===== config.mk =====
export PLATFORM = sky130hd
export DESIGN_NAME = updown_counter_param
export DESIGN_NICKNAME = d
export VERILOG_FILES = /design/src/rtl/updown_counter_param.sv
export SDC_FILE = /design/constraint.sdc
export NUM_CORES = 1
export LEC_CHECK = 0
export ABC_CLOCK_PERIOD_IN_PS = 5600
export CAP_MARGIN = 5
export CORE_UTILIZATION = 52
export CTS_CLUSTER_DIAMETER = 100
export CTS_CLUSTER_SIZE = 40
export DETAILED_ROUTE_END_ITERATION = 8
export MAX_ROUTING_LAYER = met4
export PLACE_DENSITY = 0.86
export SETUP_SLACK_MARGIN = 0.1
export SYNTH_ARGS = -nofsm -noshare
export SYNTH_HDL_FRONTEND = slang
export SYNTH_SLANG_ARGS = --single-unit

===== constraint.sdc =====
create_clock -name clk -period 5.6 [get_ports clk]
set_input_delay 1.4 -clock clk [delete_from_list [all_inputs] [get_ports clk]]
set_output_delay 1.4 -clock clk [all_outputs]
set_load 0.05 [all_outputs]

===== src/rtl/updown_counter_param.sv =====
// updown_counter_param: parametrised up/down counter with step, load, wrap/saturate and sticky flags
module updown_counter_param #(
  parameter int unsigned      WIDTH       = 8,
  parameter logic [WIDTH-1:0] MAX_COUNT   = '1,
  parameter bit               SATURATE    = 1'b0,
  parameter logic [WIDTH-1:0] RESET_VALUE = '0
) (
  input  logic             clk,
  input  logic             rst,
  input  logic             enable,
  input  logic             up_down,
  input  logic [WIDTH-1:0] step,
  input  logic             load,
  input  logic [WIDTH-1:0] load_value,
  input  logic             clear_flags,
  output logic [WIDTH-1:0] count,
  output logic             overflow,
  output logic             underflow,
  output logic             ovf_sticky,
  output logic             udf_sticky,
  output logic             at_max,
  output logic             at_min
);
  logic [WIDTH-1:0] count_q, count_d, s, ld;
  logic [WIDTH:0] sum_w;
  logic up_ovf, dn_udf;
  logic overflow_q, overflow_d, underflow_q, underflow_d;
  logic ovf_sticky_q, ovf_sticky_d, udf_sticky_q, udf_sticky_d;
  // Wrapped results use modulo-2^WIDTH arithmetic: adding ~MAX_COUNT equals subtracting MAX_COUNT+1.
  always_comb begin
    s = (step > MAX_COUNT) ? MAX_COUNT : step;
    ld = (load_value > MAX_COUNT) ? MAX_COUNT : load_value;
    sum_w = {1'b0, count_q} + {1'b0, s};
    up_ovf = sum_w > {1'b0, MAX_COUNT};
    dn_udf = count_q < s;
    count_d = count_q;
    overflow_d = 1'b0;
    underflow_d = 1'b0;
    if (load) count_d = ld;
    else if (enable && up_down) begin
      count_d = !up_ovf ? count_q + s : SATURATE ? MAX_COUNT : count_q + s + ~MAX_COUNT;
      overflow_d = up_ovf;
    end else if (enable) begin
      count_d = !dn_udf ? count_q - s : SATURATE ? '0 : count_q - s - ~MAX_COUNT;
      underflow_d = dn_udf;
    end
    ovf_sticky_d = overflow_d | (ovf_sticky_q & ~clear_flags);
    udf_sticky_d = underflow_d | (udf_sticky_q & ~clear_flags);
  end
  always_ff @(posedge clk) begin
    if (rst) begin
      count_q <= RESET_VALUE;
      overflow_q <= 1'b0;
      underflow_q <= 1'b0;
      ovf_sticky_q <= 1'b0;
      udf_sticky_q <= 1'b0;
    end else begin
      count_q <= count_d;
      overflow_q <= overflow_d;
      underflow_q <= underflow_d;
      ovf_sticky_q <= ovf_sticky_d;
      udf_sticky_q <= udf_sticky_d;
    end
  end
  assign count = count_q;
  assign overflow = overflow_q;
  assign underflow = underflow_q;
  assign ovf_sticky = ovf_sticky_q;
  assign udf_sticky = udf_sticky_q;
  assign at_max = count_q == MAX_COUNT;
  assign at_min = count_q == '0;
endmodule

==> qor.yml <==
netlist-cell-type-count: 51
power.static_leakage_uw: 0.000708
htree_num_levels: 1
multi_input_comb_area_um2: 950
postSynth.topFlopCell: "sky130_fd_sc_hd__dfxtp_1"
grt_util_all_layers: 0.309
synth.cell_area_um2: 1300
worst_hold_path_type: "flip-flop to flip-flop"
cts_post_setup_buffers_inserted: 0
ff_latch_area_um2: 240
pin_count_of_the_biggest_net_entering_global_routing: 20
postRouteWirelength_um: 3600
clkSlewWorstSetupHoldPaths_ps: 90
area_growth_syn_to_layout_pct: 28.1
min_delay_path_depth: 1
p_total_uw: 326
synth_fp_nets: 208
grt_setup_unrepaired: "false"
drive_gt1_frac: 0.0457
clkSinkCount: 12
first_global_vias: 1345
finalSetupViolations: 0
worst-r2r-setup-slack_ps: 3510
cts_hold_buf: 0
gpl.final_weighted_congestion: 0.947
postSynthAreaPerCell_um2: 7.75
synth_edf_count: 0
power_density_nw_per_um2: 196
drt_drc_violations_left: 0
finalClockSkew_ps: 5.55
die_w_um: 52.1
critical_path_class: "flip-flop to output port"
r2r-start: "count[1]$_SDFFE_PP0P_"
setup_tns_ps: 0
placed_cells_incl_taps: 221
power_frac_clock: 0.237
hold_path.startpoint: "ovf_sticky$_SDFF_PP0_"
floorplan.initialDensity: 0.572
power.switching_uw: 133
netSwitchingFraction: 0.407
route.vias.total: 1375
grt_pass1_wl_um: 5950
detailedRoute.firstPassIterationCount: 4
synth_largest_area_cell: "sky130_fd_sc_hd__dfxtp_1"
timing.hold.worst_endpoint: "ovf_sticky$_SDFF_PP0_"
timing.critical_path.fanout_max: 6
post-synth-top-area-fraction: 0.184
fp-row-count: 17
fin_nets: 238
tightest_slew_ps: 690
port-buffer-count: 35
finalNonFillerCells: 225
worst-endpoint-arrival_ps: 2130
comb_power_share: 0.452
cts_inserted_buffers: 3
cts_repair_resize_count: 0
max_clock_freq_mhz: 283
run_status: "completed"
detailedPlacementHpwl_um: 2710
dieArea_um2: 2710
finalHoldViolations: 0
r2r.worst_path.cells: 6
num-fill-cells: 172
final_min_period_over_clock_period: 0.630
finalCoreUtilization: 0.733
power.internal_uw: 193
grt_antenna_before_repair: 0
sequential_cell_area_fraction_in_the_yosys_report: 0.184
seq_power_share: 0.311
worstPathRequired_ps: 4200
cp-start-kind: "flip-flop"
drv.max_cap_violation_count: 0
r2r-end: "count[7]$_SDFFE_PP0P_"
route.detailed.wl_per_inst_um: 16.0
vias_per_cell: 6.11
clock_tree_from_tritoncts: "done"
synth_seq_cells: 12
hold-worst-slack_ps: 461
yosysWarningCount: 0
crit_path_end_kind: "output port"
globalRoute.totalOverflow: 0
boundaryPins: 36
die_height_um: 52.1
drt_first_iter_violations: 75
clockBufferDepth: 2
post_synth_main_area_contributors: "sky130_fd_sc_hd__dfxtp_1 18%, sky130_fd_sc_hd__ha_1 15%, sky130_fd_sc_hd__inv_1 4.3%, sky130_fd_sc_hd__nor2_1 4.3%, sky130_fd_sc_hd__a21oi_1 4.2%"
final_period_minus_worst_setup_slack_ps: 3530
drtAntennaViolNets: 0
vdd.ir_drop.worst_v: 0.000130
slew_headroom: 0.538
core_area_um2: 2280
ant_cells: 0
cts.root.buffer_cell: "sky130_fd_sc_hd__clkbuf_4"
clock_latency_ps: 290
slew_violations: 0
synth_async_sr_flop_share: 0
netlist_instances: 168
[placed cells by master, fill, tap and decap left out, drive strengths merged, types with 2 or more instances in the layout]
cell type / Yosys / layout
a211oi: 2 / 2
a21o: 2 / 2
a21oi: 11 / 11
a221oi: 2 / 2
and3: 2 / 2
clkbuf: 5 / 4
clkdlybuf4s50: 0 / 35
dfxtp: 12 / 12
fa: 2 / 2
ha: 16 / 16
inv: 15 / 15
mux2i: 2 / 2
nand2: 11 / 11
nand2b: 3 / 3
nand3: 4 / 4
nand4: 4 / 4
nor2: 16 / 16
nor2b: 5 / 5
nor3b: 4 / 4
nor4: 2 / 2
o2111ai: 2 / 2
o21a: 2 / 2
o21ai: 7 / 7
o31a: 2 / 2
o31ai: 5 / 5
or2: 2 / 2
or3: 2 / 2
or4: 2 / 2
[cell usage after synthesis (all sizes together) (2+ instances only)]
cell type,number
nand3,4
buf,5
ha,16
o2111ai,2
nor2,16
o31a,2
and3,2
nor4,2
or3,2
nand2b,3
nand4,4
clkbuf,5
nor3b,4
or4,2
mux2i,2
inv,15
o21a,2
fa,2
a211oi,2
o21ai,7
a21oi,11
a21o,2
dfxtp,12
o31ai,5
nor2b,5
nand2,11
a221oi,2
or2,2
[logic make-up after synthesis]
group,synth area share
buffers and inverters,0.0864
AND/OR/NAND/NOR,0.259
flip-flops,0.184
adder cells (fa/ha/maj),0.184
XOR/XNOR,0.00673
AO/OA/AOI/OAI,0.255
multiplexers,0.0240
[metal layers]
metal | track usage | share of wire
met5 | - | 0
met4 | 0.0901 | 0.016
met3 | 0.0380 | 0.087
met2 | 0.511 | 0.45
met1 | 0.392 | 0.45
[registers in the layout, indices dropped and copies added, names as in the netlist]
signal and cells:
underflow 1, overflow 1, count 8, udf_sticky 1
ovf_sticky 1
[power groups by stage]
stage | Sequential (uW) | Combinational [uW] | Clock, uW
CTS | 101 | 146 | 76.2
finish | 101 | 148 | 77.4
global placement | 103 | 142 | 0
detailed placement | 103 | 144 | 0
global route | 102 | 160 | 80.0
floorplan | 122 | 77.8 | 0
[layout make-up]
cell class | count | area share
clock buffers | 4 | 0.0218
inverters | 15 | 0.0338
multi-input cells | 131 | 0.569
flip-flops and latches | 12 | 0.144
well taps | 28 | 0.0210
repair buffers | 35 | 0.210
[worst max-delay path: stages (launching register included)]
cell and delay [ps]:
sky130_fd_sc_hd__dfxtp_1 390, sky130_fd_sc_hd__or4_1 530, sky130_fd_sc_hd__nor2_1 110, sky130_fd_sc_hd__clkdlybuf4s50_1 810
[worst max path at each step]
stage / start / end / slack, ps / depth (start not counted)
after detailed placement: step[1] / count[7]$_SDFFE_PP0P_ / 2010 / 8
after floorplan: count[5]$_SDFFE_PP0P_ / at_min / 2460 / 2
after global placement: step[2] / count[4]$_SDFFE_PP0P_ / 2120 / 8
after global routing: count[5]$_SDFFE_PP0P_ / at_min / 2000 / 3
final: count[5]$_SDFFE_PP0P_ / at_min / 2070 / 3
after CTS: count[5]$_SDFFE_PP0P_ / at_min / 2070 / 3
[per-stage QoR]
| stage | area [um2] | setup WS [ps] |
|---|---|---|
| after floorplan | 1300 | 2460 |
| after global placement | 1630 | 2120 |
| after detailed placement | 1630 | 2010 |
| after CTS | 1670 | 2070 |
| after global routing | 1670 | 2000 |
| final | 1670 | 2070 |
Power figures use the tool's default switching activity.
